### config.mk
export PLATFORM = sky130hd
export DESIGN_NAME = commutator_ctrl
export DESIGN_NICKNAME = d
export VERILOG_FILES = /design/src/rtl/commutator_ctrl.sv
export SDC_FILE = /design/constraint.sdc
export NUM_CORES = 1
export LEC_CHECK = 0
export ABC_AREA = 1
export BUFFER_PORTS_ARGS = -buffer_cell sky130_fd_sc_hd__buf_2
export CAP_MARGIN = 10
export CELL_PAD_IN_SITES_DETAIL_PLACEMENT = 0
export CELL_PAD_IN_SITES_GLOBAL_PLACEMENT = 1
export CORE_AREA = 2 2 50 52
export CTS_CLUSTER_SIZE = 16
export DETAILED_ROUTE_END_ITERATION = 8
export DIE_AREA = 0 0 52 54
export PLACE_DENSITY = 0.83
export SLEW_MARGIN = 10
export SYNTH_ARGS = -nofsm -noshare
export SYNTH_HDL_FRONTEND = slang
export SYNTH_SLANG_ARGS = --single-unit
### constraint.sdc
create_clock -name clk -period 1.37 [get_ports clk]
set_input_delay 0.0685 -clock clk [delete_from_list [all_inputs] [get_ports clk]]
set_output_delay 0.0685 -clock clk [all_outputs]
set_load 0.05 [all_outputs]
### src/rtl/commutator_ctrl.sv
// Sequencing controller for one delay-commutator FFT stage: tracks input
// framing, drives the commutator select in step with the free-running delay
// buffers, regenerates output framing and flags gap/restart violations.
module commutator_ctrl #(
  parameter int DEPTH = 4,
  parameter int FRAME = 16,
  parameter int CW    = $clog2(FRAME)   // derived; leave at default
) (
  input  logic clk,
  input  logic rst,
  input  logic in_valid,
  input  logic in_sop,
  output logic sw_sel,
  output logic out_valid,
  output logic out_sop,
  output logic out_eop,
  output logic frame_done,
  output logic busy,
  output logic err_gap,
  output logic err_sop
);

  localparam logic [0:0] IDLE = 1'b0;
  localparam logic [0:0] RUN  = 1'b1;

  // Bit of the sample index that toggles every DEPTH samples.
  localparam int unsigned SB = $clog2(DEPTH);
  localparam logic [CW-1:0] LAST = CW'(FRAME - 1);

  logic [0:0]    state, state_n;
  logic [CW-1:0] idx, idx_n;

  // Tag pipe: one bit-vector per field, stage 0 is the newest entry.
  logic [DEPTH:0] pv, ps, pe;

  logic          acc, gap, restart;
  logic [CW-1:0] k;

  // Input framing decisions for the current cycle.
  always_comb begin
    state_n = state;
    idx_n   = idx;
    acc     = 1'b0;
    gap     = 1'b0;
    restart = 1'b0;
    k       = '0;
    if (state == IDLE) begin
      if (in_valid && in_sop) begin
        acc     = 1'b1;
        idx_n   = CW'(1);
        state_n = RUN;
      end
    end else begin
      if (in_valid && in_sop) begin
        restart = 1'b1;
        acc     = 1'b1;
        idx_n   = CW'(1);
      end else if (in_valid) begin
        acc = 1'b1;
        k   = idx;
        if (idx == LAST) begin
          idx_n   = '0;
          state_n = IDLE;
        end else begin
          idx_n = idx + CW'(1);
        end
      end else begin
        gap     = 1'b1;
        idx_n   = '0;
        state_n = IDLE;
      end
    end
  end

  // State, select, tag pipe and error pulses.
  // An abort clears every older tag but still loads the restart sample's tag.
  always_ff @(posedge clk) begin
    if (rst) begin
      state   <= IDLE;
      idx     <= '0;
      sw_sel  <= 1'b0;
      pv      <= '0;
      ps      <= '0;
      pe      <= '0;
      err_gap <= 1'b0;
      err_sop <= 1'b0;
    end else begin
      state   <= state_n;
      idx     <= idx_n;
      err_gap <= gap;
      err_sop <= restart;
      if (acc) begin
        sw_sel <= k[SB];
      end
      pv <= {pv[DEPTH-1:0] & {DEPTH{~(gap | restart)}}, acc};
      ps <= {ps[DEPTH-1:0] & {DEPTH{~(gap | restart)}}, acc & (k == '0)};
      pe <= {pe[DEPTH-1:0] & {DEPTH{~(gap | restart)}}, acc & (k == LAST)};
    end
  end

  assign out_valid  = pv[DEPTH];
  assign out_sop    = ps[DEPTH];
  assign out_eop    = pe[DEPTH];
  assign frame_done = pe[DEPTH];
  assign busy       = (state == RUN) | (|pv);

endmodule

* Word-level counts from Yosys, hierarchy flattened
Index checks and enable logic that the tools add are counted.
Cells by class: bitwise operators 8, eq/ne operators 2, $add $sub $neg 1, multiplexer cells 20, reductions and logical operators 4
Operator list (count):
- $mux W4 | 8
- $and A4 B4 Y4 | 3
- $mux W1 | 12
- $eq A4 B4 Y1 const B | 2
- $reduce_or A5 Y1 | 1
- $add A4 B1 Y4 const B | 1
- $logic_not A4 Y1 | 1
- $and A1 B1 Y1 | 2
- $or A1 B1 Y1 | 2
- $reduce_bool A2 Y1 | 1
- $logic_and A1 B1 Y1 | 1
- $not A1 Y1 | 1
Word-level totals: flip-flop bits (word level) 23, output and inout port bits 8

* Depth between registers and ports, before layout
Gate-level depths: netlist of run 1.
depth after elaboration 6, depth in mapped cells 6, gate-level depth less buffers 6

* Least setup slack after synthesis of run 1
OpenSTA, ideal clock, no wires.
path kind register to output, from register pv[4], to output port busy, path buffers 0, cell stages (with the launch flop) 3, arrival 1.105 ns, setup slack 0.197 ns, cells stage by stage dfxtp_1 > nor4_1 > nand3_1
On the way: word-level cells in the longest chain between the ends 2
Ends and longest elaborated chain:
- start, declared | line 34 | logic [DEPTH:0] pv, ps, pe;
- start signal, assigned | line 95 | pv <= {pv[DEPTH-1:0] & {DEPTH{~(gap | restart)}}, acc};
- $reduce_or A5 Y1 | line 105 | assign busy = (state == RUN) | (|pv);
- $or A1 B1 Y1 | line 105
- end, declared | line 18 | output logic busy,
Every way passes these cells.

* Worst setup path in the final report of run 1
Ends and elaborated chain as after synthesis.

==> results of run 1 <==
-- final cells by class --
class	count	share of cell area (%)
clock buffer	3	2.33
tap	30	3.89
sequential	23	47.8
multi-input combinational	69	34.1
inverter	9	3.50
clock inverter	1	0.518
timing repair buffer	13	7.90
-- layer usage --
layer	up-vias	track usage, %
met1	313	11.9
met3	2	4.17
met2	12	24.1
li1	356	-
met4	0	3.95
met5	-	0
-- sequential cells by signal (all words and copies together) (netlist names) --
register	count
err_gap	1
err_sop	1
idx	4
ps	5
state	1
sw_sel	1
pv	5
pe	5
-- report_power, final --
part,switching [mW],internal (mW)
sequential,0.00772,0.681
clock,0.199,0.109
combinational,0.0629,0.0305
total,0.269,0.820
-- timing repair --
item | CTS | global route
gates resized for setup | 5 | 1
hold buffers | 0 | 0
pin swaps | 2 | 1
endpoints found under the setup margin | 1 | 1
-- placed cells by master, fill, tap and decap left out, drive strengths merged, types with 2 or more instances in the layout --
cell | synthesis | final
a21oi | 8 | 8
buf | 4 | 13
clkbuf | 0 | 3
clkinv | 1 | 2
dfxtp | 23 | 23
inv | 8 | 8
nand2 | 28 | 28
nand3 | 5 | 5
nand4 | 3 | 3
nor2 | 16 | 16
nor3 | 4 | 4
o21ai | 2 | 2
-- per-stage QoR --
step / setup slack (ps) / total power [mW] / cells
floorplan: 197 / 0.762 / 105
global placement: 289 / 0.787 / 144
detailed placement: 232 / 0.788 / 144
CTS: 6.51 / 1.11 / 148
global route: 4.03 / 1.14 / 148
finish: 67.5 / 1.09 / 148
-- worst min-delay path by stage --
stage	startpoint	to	slack, ps	cells after the start
floorplan	in_valid	err_gap	150	1
global placement	in_valid	err_gap	350	2
detailed placement	in_valid	err_gap	350	2
CTS	in_valid	err_gap	4	2
global route	in_valid	err_gap	20	2
finish	in_valid	err_gap	10	2
-- synth_stat cells (all sizes together) --
cell type,n
nand4,3
nand2,28
buf,4
nand3,5
nand3b,1
ha,1
clkinv,1
nor2,16
a21oi,8
nor4,1
dfxtp,23
inv,8
nor3,4
o21ai,2
-- kinds of logic after synthesis --
kind of cell | synth area share [%]
fa+ha+maj | 1.51
buf+inv | 6.82
simple gates | 29.4
flops | 55.8
compound gates | 6.51
-- worst max-delay path: cells and delay by family, from the launching register on --
family                 cells  cell delay [ps]
DFF                        1              360
and+or+nand+nor            2              400
buffers and inverters      1              170
==> impl_summary.md, run 1 <==
Clock tree
Clock-pin slew was measured on the worst setup and hold paths at 120 ps. The deepest level of the CTS H-tree is 1. The cell at the root of the clock tree is sky130_fd_sc_hd__clkbuf_4. Counting the buffers created by CTS gives 3.

The number of sinks on the clock net is 23. The number of setup buffers added after CTS is 0. The insertion delay of the later-clocked pin in the worst-skew pair is 300 ps. TritonCTS built the clock tree. The maximum clock insertion buffer count is 2.

Setup path
Following the worst setup path forward leads to its endpoint at busy. The type of the worst setup path is reg -> out. Walking the worst path, the cells encountered are nor4_4 > nand3_2 > buf_6. The reg-to-reg critical path startpoint is state.

The top fanout value on the critical path is 2. The launch point of the critical path is pv[4]. The cell at the slowest stage of the critical path is sky130_fd_sc_hd__dfxtp_2.

The worst register-to-register path has a depth of 3. For the worst setup path, the data arrival time is 1230 ps. The startpoint type of the worst setup path is a flop. The worst register-to-register path ends at pe[4]. At the worst endpoint, the required time is 1300 ps. The internal reg-to-reg setup slack is 230 ps. The largest single stage delay on the critical path is 360 ps. STA classifies the critical path endpoint as an output port.

Final layout
The layout filler cell count is 249. The net total in the final layout is 124. The finished layout cell area is 966 µm². For this run, the share of the core covered by cells in the final layout is 41.6%. Registers take 462 µm². The area added between synthesis and finish is 17.0%. The number of antenna diodes in the final layout is 0. The multi-input logic area is 329 µm². Of the cells placed in the final design, the portion with a size suffix greater than 1 is 19.5%.

Global routing
Entering global routing, the biggest net connects 14 pins. In the global route stage, overall resource usage came out at 12.2%. Summed over all layers, the global routing overflow is 0. The via count of the first global-routing pass is 609. The number of antenna violations at the first check in global routing was 0. The first global-routing pass estimated 2450 µm of wire.

Yosys
After synthesis, the cell types taking the most area are sky130_fd_sc_hd__dfxtp_1 (56%), sky130_fd_sc_hd__nand2_1 (13%), sky130_fd_sc_hd__nor2_1 (7.3%). After synthesis the netlist holds a flip-flop and latch count of 23. Synthesis produced a netlist with a net count of 110.

Sequential elements use 55.8% of the synthesized area. The biggest area consumer among synthesized cells is sky130_fd_sc_hd__dfxtp_1. The netlist area before placement is 826 µm².

The synthesized instance count is 105. Dividing the synthesized area by the synthesized cell count gives 7.86 µm². For this run, the number of Yosys warnings is 0. The top cell type by area accounts for 55.8% of the synthesized area.

Synthesis instantiated 18 different standard cells from the library.

STA
The clock tree skew after final layout is 1.54 ps. The worst hold slack is 14.7 ps. For the final routed database, the setup TNS stands at 0 ps. After layout, the worst path uses 95.1% of the clock period.

The time the worst path needs with I/O delays and setup is 1300 ps. At the pin with the least slew margin, the transition time is 491 ps. Setup violations remaining at the end of the flow were counted as 0. The number of pins exceeding their max-slew limit in the final report was 0.

For this run, the top clock speed supported by timing is 0.768 GHz. The final count of hold timing violations is 0. Setup repair after global routing left no endpoint under its margin.

In this run the tightest slew margin relative to its limit is 67.3%.

Min path
The min-delay analysis places its worst path in the category in -> reg.

Detailed routing
In the routed design, unresolved DRC markers number 0. The number of nets with antenna violations after routing is 0. The total length of routed met2 wires is 820 µm.

The mean routed wirelength per cell is 10.1 µm. Before antenna repair, the detailed router went through 5 iterations. The average via count per standard cell is 4.61.

The total met3 wirelength after detailed routing is 62 µm. The routed length on met1 is 592 µm. The routed wire length is 1490 µm.

The iteration-0 DRC count of the detailed router is 7. The highest metal layer used by the detailed router is met4. The detailed router placed 683 vias in this run.

Floorplanning
The floorplan step defined a core boundary enclosing 2320 µm². Pin placement for this block handled 12 I/O pins. The vertical die dimension is 54 µm. In this run the core area contains 18 standard-cell rows. The die span in x is 52 µm. The starting utilization of the core area is 35.6%. The floorplan step defined a die boundary enclosing 2810 µm².

Power and ir drop
The worst voltage drop across the vdd grid is 687 µV. For this design the ratio of total power to cell area is 1130 nW/µm². Summed over all cells, the static leakage comes to 0.409 nW.

Placement
The placement-stage cell area is 911 µm². The final weighted congestion of routability-driven global placement is 0.773. The wire-length estimate of the detail-placed layout is 1110 µm. The number of buffer cells added on primary ports is 11.

Run status
The flow ran to the end, and the final reports show no timing, DRC or antenna violations.

Job
The number of maximum-capacitance violations is 0.
(Power assumes the default switching activity.)
==> inputs of run 2 (changes only) <==
PLACE_DENSITY = default   (was 0.83)
PLACE_DENSITY_LB_ADDON = 0.1   (was default)
==> run 2 against run 1 <==
  * Largest power group unchanged
  * Combinational power shrank 7.4%
  * Clock power shrank 2%
  * Highest routed layer unchanged
  * Largest cell class unchanged
  * Utilization shrank 0.86 points
  * Die area is the same
  * Count of clock-buffer cells in the layout grew 1
  * Final cell count grew 0.68%
  * Via count shrank 1.3%
  * Non-clock buffer count grew 1
  * Flip-flop and latch count is the same
  * First-iteration DRC count grew to 3.0 times the previous value
  * Critical path depth is the same
  * Register-to-register slack gained 90 ps
==> impl_summary.md, run 2 (same netlist as run 1, synthesis figures left out) <==
Run status
The run finished with clean final reports.

Power and ir drop
The total power is 1.08 mW. The power per cell area is 1140 nW/µm². The worst voltage drop across the vdd grid is 458 µV. Summed over all cells, the static leakage comes to 0.399 nW.

Setup path
The highest cell delay on the worst timing path is 330 ps. For the worst setup path, the data required time is 1300 ps. In this run the worst setup path begins at pv[1]. The critical path goes through nor4_1 > nand3_1 > buf_2. The buffering stage count on the worst path with inverters included is 1. In this run the critical register-to-register path is captured at idx[0].

The slowest stage of the critical path is the sky130_fd_sc_hd__dfxtp_1 cell. The type of destination of the critical path is an output port. STA puts the critical path data arrival time at 1220 ps. The startpoint identified for the worst register-to-register timing path is idx[0]. The worst setup path is launched from a flop.

The count of cell instances traversed by the critical path is 3. Along the worst path, the maximum fanout reaches 2. The kind of cell adding the most delay to the critical path is simple AND/OR/NAND/NOR gates. In this run the worst setup path terminates at busy. For flop-to-flop paths, the worst setup slack is 320 ps. By startpoint and endpoint, the worst setup path is classified as reg -> out. Measured in cells, the most critical reg-to-reg path has a length of 6.

Global routing
The maximum number of pins on one net before global-route repair is 14. Summed over all layers, the global routing overflow is 0. The via count of the first global-routing pass is 620. The number of antenna violations at the first check in global routing is 0. The wire length of the first global-routing pass is 2530 µm.

The overall global routing resource usage is 12.5%.

STA
Based on the critical path, the design can be clocked at up to 0.778 GHz. The period utilization is 93.8%. The number of pins exceeding their max-slew limit in the final report is 0. Setup violations remaining at the end of the flow were counted as 0.

The clock tree skew after final layout is 1.35 ps. The final count of hold timing violations was 0. For the final routed database, the setup TNS stands at 0 ps. Setup repair after global routing left no endpoint under its margin. The worst-margin pin slew is 395 ps. The worst slew margin relative to its limit is 73.6%. The worst path needs 1280 ps of the cycle, external delays included.

Placement
The number of buffer cells added on primary ports is 11. Once detailed placement completed, the half-perimeter wirelength came to 1110 µm. Routability-driven placement finished with a final weighted congestion of 0.749.

Clock tree
Clock latency on the worst-skew pair, taken at its later pin, is 300 ps. The longest clock path from root to sink contains 2 buffers. The count of hold buffers inserted by post-cts repair is 0.

TritonCTS built the clock tree. The number of buffers created by CTS is 3. The deepest level of the CTS H-tree is 1.

Once the clock tree was built, the resizer swapped 0 gates to a different size. Buffers added to address setup during post-CTS repair amount to 0. Clock-pin slew was measured on the worst setup and hold paths at 120 ps. Counting every sink on the clock net gives 23.

The cell at the root of the clock tree is sky130_fd_sc_hd__clkbuf_4.

Floorplanning
The die footprint is 2810 µm². 12 I/O pins were placed. Once the floorplan was initialized, standard cells occupied 35.6% of the core. The area of the core is 2320 µm².

The die is 54 µm tall. The floorplan step set the die width to 52 µm. The count of standard-cell rows is 18.

Final layout
The net total in the final layout is 125. The top cell types in the final layout, fill and taps aside, are sky130_fd_sc_hd__nand2_1 (28), sky130_fd_sc_hd__dfxtp_1 (22), sky130_fd_sc_hd__nor2_1 (16), sky130_fd_sc_hd__buf_2 (11), sky130_fd_sc_hd__a21oi_1 (7). The most common cell after layout, fill and taps aside is sky130_fd_sc_hd__nand2_1. The multi-input logic area is 309 µm². The area growth from synthesis to layout is 14.5%. The sequential cell area is 462 µm². The number of diodes added for antenna fixing is 0. In the final layout, the registers with the most flip-flops are pe (5), ps (5), pv (5). The layout filler cell count is 249.

In the final layout, the share of cells above drive strength 1 is 17.6%.

Job
The tool flagged a number of max-cap violations equal to 0.

Detailed routing
The number of nets with antenna violations after routing is 0. The total via count in the routed design is 674. The routed design has 1540 µm of wire. For this run, design rule violations remaining after detail routing come to 0.

In the final routed layout, each cell accounts on average for 10.3 µm. For this run, the detailed router's first-pass iteration total came to 4. In the routed layout, each cell is associated on average with a via count of 4.52. The first routing iteration left 21 violations.

Min path
The path class of the tightest hold or removal check is in -> reg. The number of stages on the worst hold path is 2.
[run 2: cell type report]
cell class / instances / share of cell area (%)
Clock buffer: 4 / 2.78
Inverter: 9 / 3.57
Multi-Input combinational cell: 69 / 32.7
Sequential cell: 23 / 48.8
Tap cell: 30 / 3.97
Timing Repair Buffer: 14 / 8.20
[run 2: layer usage]
layer	global-route usage, %	routed length, µm	up-vias
li1	-	-	360
met1	13.6	701	308
met2	22.8	798	4
met3	2.50	26	2
met4	6.58	15	0
met5	0	0	-
[run 2: where the power goes]
group	internal, mW	total [mW]	leakage [nW]	switching (mW)
registers	0.681	0.688	0.187	0.00726
logic	0.0252	0.0865	0.197	0.0614
clock network	0.113	0.303	0.0150	0.190
[run 2: worst register-to-register path, cell delays in order (launching register included)]
cell and delay [ps]:
sky130_fd_sc_hd__dfxtp_1 370, sky130_fd_sc_hd__ha_1 170, sky130_fd_sc_hd__nand2_1 80, sky130_fd_sc_hd__nor2_1 130, sky130_fd_sc_hd__inv_1 70, sky130_fd_sc_hd__nand3b_1 80
sky130_fd_sc_hd__a21oi_1 60
[run 2: how the worst min path moves through the flow]
stage | startpoint | slack (ps) | endpoint
after floorplan | in_valid | 150 | err_gap
after global placement | in_valid | 350 | err_gap
after detailed placement | in_valid | 350 | err_gap
after CTS | in_valid | 6 | err_gap
after global routing | in_valid | 40 | err_gap
final | in_valid | 20 | err_gap
[run 2: per-stage QoR]
| step | cells | setup slack, ps | utilization, % | hold WS (ps) | instance area, µm² |
|---|---|---|---|---|---|
| 6_report | 149 | 85.0 | 40.8 | 19.7 | 946 |
| 5_1_grt | 149 | 3.22 | 40.8 | 36.1 | 946 |
| 4_1_cts | 149 | 50.2 | 40.7 | 6.35 | 945 |
| 3_5_place_dp | 145 | 311 | 39.6 | 345 | 918 |
| 3_3_place_gp | 145 | 317 | 39.6 | 345 | 918 |
| 2_1_floorplan | 105 | 197 | - | 148 | 826 |
==> inputs of run 3 (changes only) <==
==> constraint.sdc (replaced) <==
create_clock -name clk -period 1.37 [get_ports clk]
set_input_delay 0.3425 -clock clk [delete_from_list [all_inputs] [get_ports clk]]
set_output_delay 0.3425 -clock clk [all_outputs]
set_load 0.05 [all_outputs]
==> run 3 against run 2 <==
  * The flow now finishes with violations (negative setup slack)
  * Sequential power about the same
  * Setup slack got worse by 250 ps
  * Final cell count is 1.3% higher
  * Utilization grew 1.9 points
  * Flip-flop and latch count unchanged
==> impl_summary.md, run 3 (same netlist as run 1, synthesis figures left out) <==
Power and ir drop
The analysis attributes to cell leakage a power of 0.424 nW. The power per cell area is 1100 nW/µm². The total power is 1.09 mW. The worst voltage drop across the vdd grid is 530 µV.

Detailed routing
The routed wire length is 1520 µm. The residual DRC count is 0. In the routed layout, each cell is associated on average with a via count of 4.56. Dividing the detail-routed wire length by the instance count gives 10.1 µm. The number of nets with antenna violations after routing is 0.

For this block, the via count after detailed routing is 688. In this run, the number of DRC markers left after iteration 0 of detailed routing was 7. The number of iterations in the first detailed-routing pass is 3.

Placement
The final weighted congestion of routability-driven global placement is 0.750. OpenSTA, run right after detailed placement, puts the worst setup slack at 114 ps. The number of buffer cells added on primary ports is 11. The cell count after placement is 147. Detailed placement finished with a half-perimeter wire length of 1150 µm.

Final layout
The net total in the final layout is 127. The area added between synthesis and finish is 19.8%. The count of non-filler cells in the finished layout is 151. In the layout the commonest cells are sky130_fd_sc_hd__nand2_1 (28), sky130_fd_sc_hd__dfxtp_1 (21), sky130_fd_sc_hd__nor2_1 (16), sky130_fd_sc_hd__buf_2 (10), sky130_fd_sc_hd__a21oi_1 (7). The most common cell after layout, fill and taps aside is sky130_fd_sc_hd__nand2_1. Cells with a size suffix above 1 make up 22.3% of the layout.

0 antenna diodes ended up in the layout. In the final layout, the registers with the most flip-flops are pe (5), ps (5), pv (5).

Setup path
The endpoint required time on the critical path is 1030 ps. The type of destination of the critical path is an output port. The data arrival at the endpoint of the critical path is 1200 ps. STA classifies the critical path startpoint as a flop.

The critical path is of the reg -> out type. The depth of the worst register-to-register path is 5. Along the worst path, the maximum fanout reaches 2.

STA
At the pin with the least slew margin, the transition time is 243 ps. The highest clock rate is 0.650 GHz. The number of setup violations in the final report is 1. The clock arrives with 6.89 ps of skew.

The post-layout worst setup margin is -168 ps. The routed design could run at a clock period as short as 1540 ps. The worst slew margin relative to its limit is 83.7%. The period utilization is 112%. The number of pins exceeding their max-slew limit in the final report came to 0. The final count of hold timing violations came to 0. Setup repair after global routing could not meet its margin everywhere.

Clock tree
The maximum clock insertion buffer count is 2. For this design, the CTS-stage hold fixing added 0 buffers. The insertion delay of the later-clocked pin in the worst-skew pair is 300 ps. The deepest level of the CTS H-tree is 1. In this run the clock root is driven by a sky130_fd_sc_hd__clkbuf_4.

The tree built by TritonCTS fans out to 23 sinks. The number of buffers created by CTS is 3. The clock transition time at the flip-flop clock pins of the worst setup and hold paths is 130 ps. The TritonCTS clock tree is done.

Global routing
The number of antenna violations at the first check in global routing came to 0. Global routing finished with a remaining overflow of 0. The wire length of the first global-routing pass is 2760 µm.

The via count of the first global-routing pass came to 648. The maximum number of pins on one net before global-route repair is 14. Global routing consumed, over all layers together, 13.8% of the routing resources.

Floorplanning
The starting utilization of the core area is 35.6%. The vertical die dimension is 54 µm. The floorplan step defined a die boundary enclosing 2810 µm². The die is 52 µm wide. The area of the core is 2320 µm². The count of standard-cell rows is 18.

The number of ports placed on the die boundary is 12.

Min path
The worst min-delay path category is in -> reg. The number of stages on the worst hold path is 2.

Job
The number of maximum-capacitance violations is 0.

Run status
The flow ran to the end, but the final reports show violations. The checks that failed: negative setup slack.
run 3: path summary, 6_finish.rpt:
path                            startpoint  endpoint  slack (ps)
worst max-delay path                 pv[1]      busy        -170
worst min-delay path              in_valid   err_gap         280
worst max register to register       state     ps[0]         300
worst min register to register       ps[1]     ps[2]         420
run 3: repair_timing:
item / CTS / global route
gates cloned: 0 / 0
pin swaps: 1 / 1
setup endpoints to repair: 1 / 1
buffers inserted: 0 / 0
gates resized for setup: 4 / 1
run 3: where the power goes:
group | leakage, nW | switching, mW | internal, mW
registers | 0.187 | 0.00829 | 0.681
logic | 0.219 | 0.0636 | 0.0370
clock network | 0.0177 | 0.195 | 0.109
run 3: cell type report:
| cell class | count | area (µm²) |
|---|---|---|
| clock buffer | 3 | 22.5 |
| clock inverter | 1 | 5.00 |
| fill | 253 | 1330 |
| inverter | 9 | 33.8 |
| multi-input combinational | 69 | 329 |
| sequential | 23 | 463 |
| tap | 30 | 37.5 |
| timing repair buffer | 16 | 98.8 |
run 3: metal layers:
| layer | routed length [µm] | GRT usage (%) | up-vias |
|---|---|---|---|
| met5 | 0 | 0 | - |
| met4 | 15 | 6.58 | 0 |
| li1 | - | - | 366 |
| met2 | 778 | 23.6 | 7 |
| met1 | 675 | 16.6 | 313 |
| met3 | 49 | 2.78 | 2 |
run 3: critical path: stages, from the launching register on:
cell                      delay [ps]
sky130_fd_sc_hd__dfxtp_2         350
sky130_fd_sc_hd__nor4_4          270
sky130_fd_sc_hd__nand3_2         100
sky130_fd_sc_hd__buf_6           160
run 3: stage by stage:
stage | instance area [µm²] | setup TNS, ps | utilization (%) | hold slack, ps
after floorplan | 837 | 0 | - | 409
after global placement | 945 | 0 | 40.7 | 409
after detailed placement | 945 | 0 | 40.7 | 415
after CTS | 988 | -197 | 42.6 | 274
after global routing | 990 | -250 | 42.7 | 293
final | 990 | -168 | 42.7 | 280
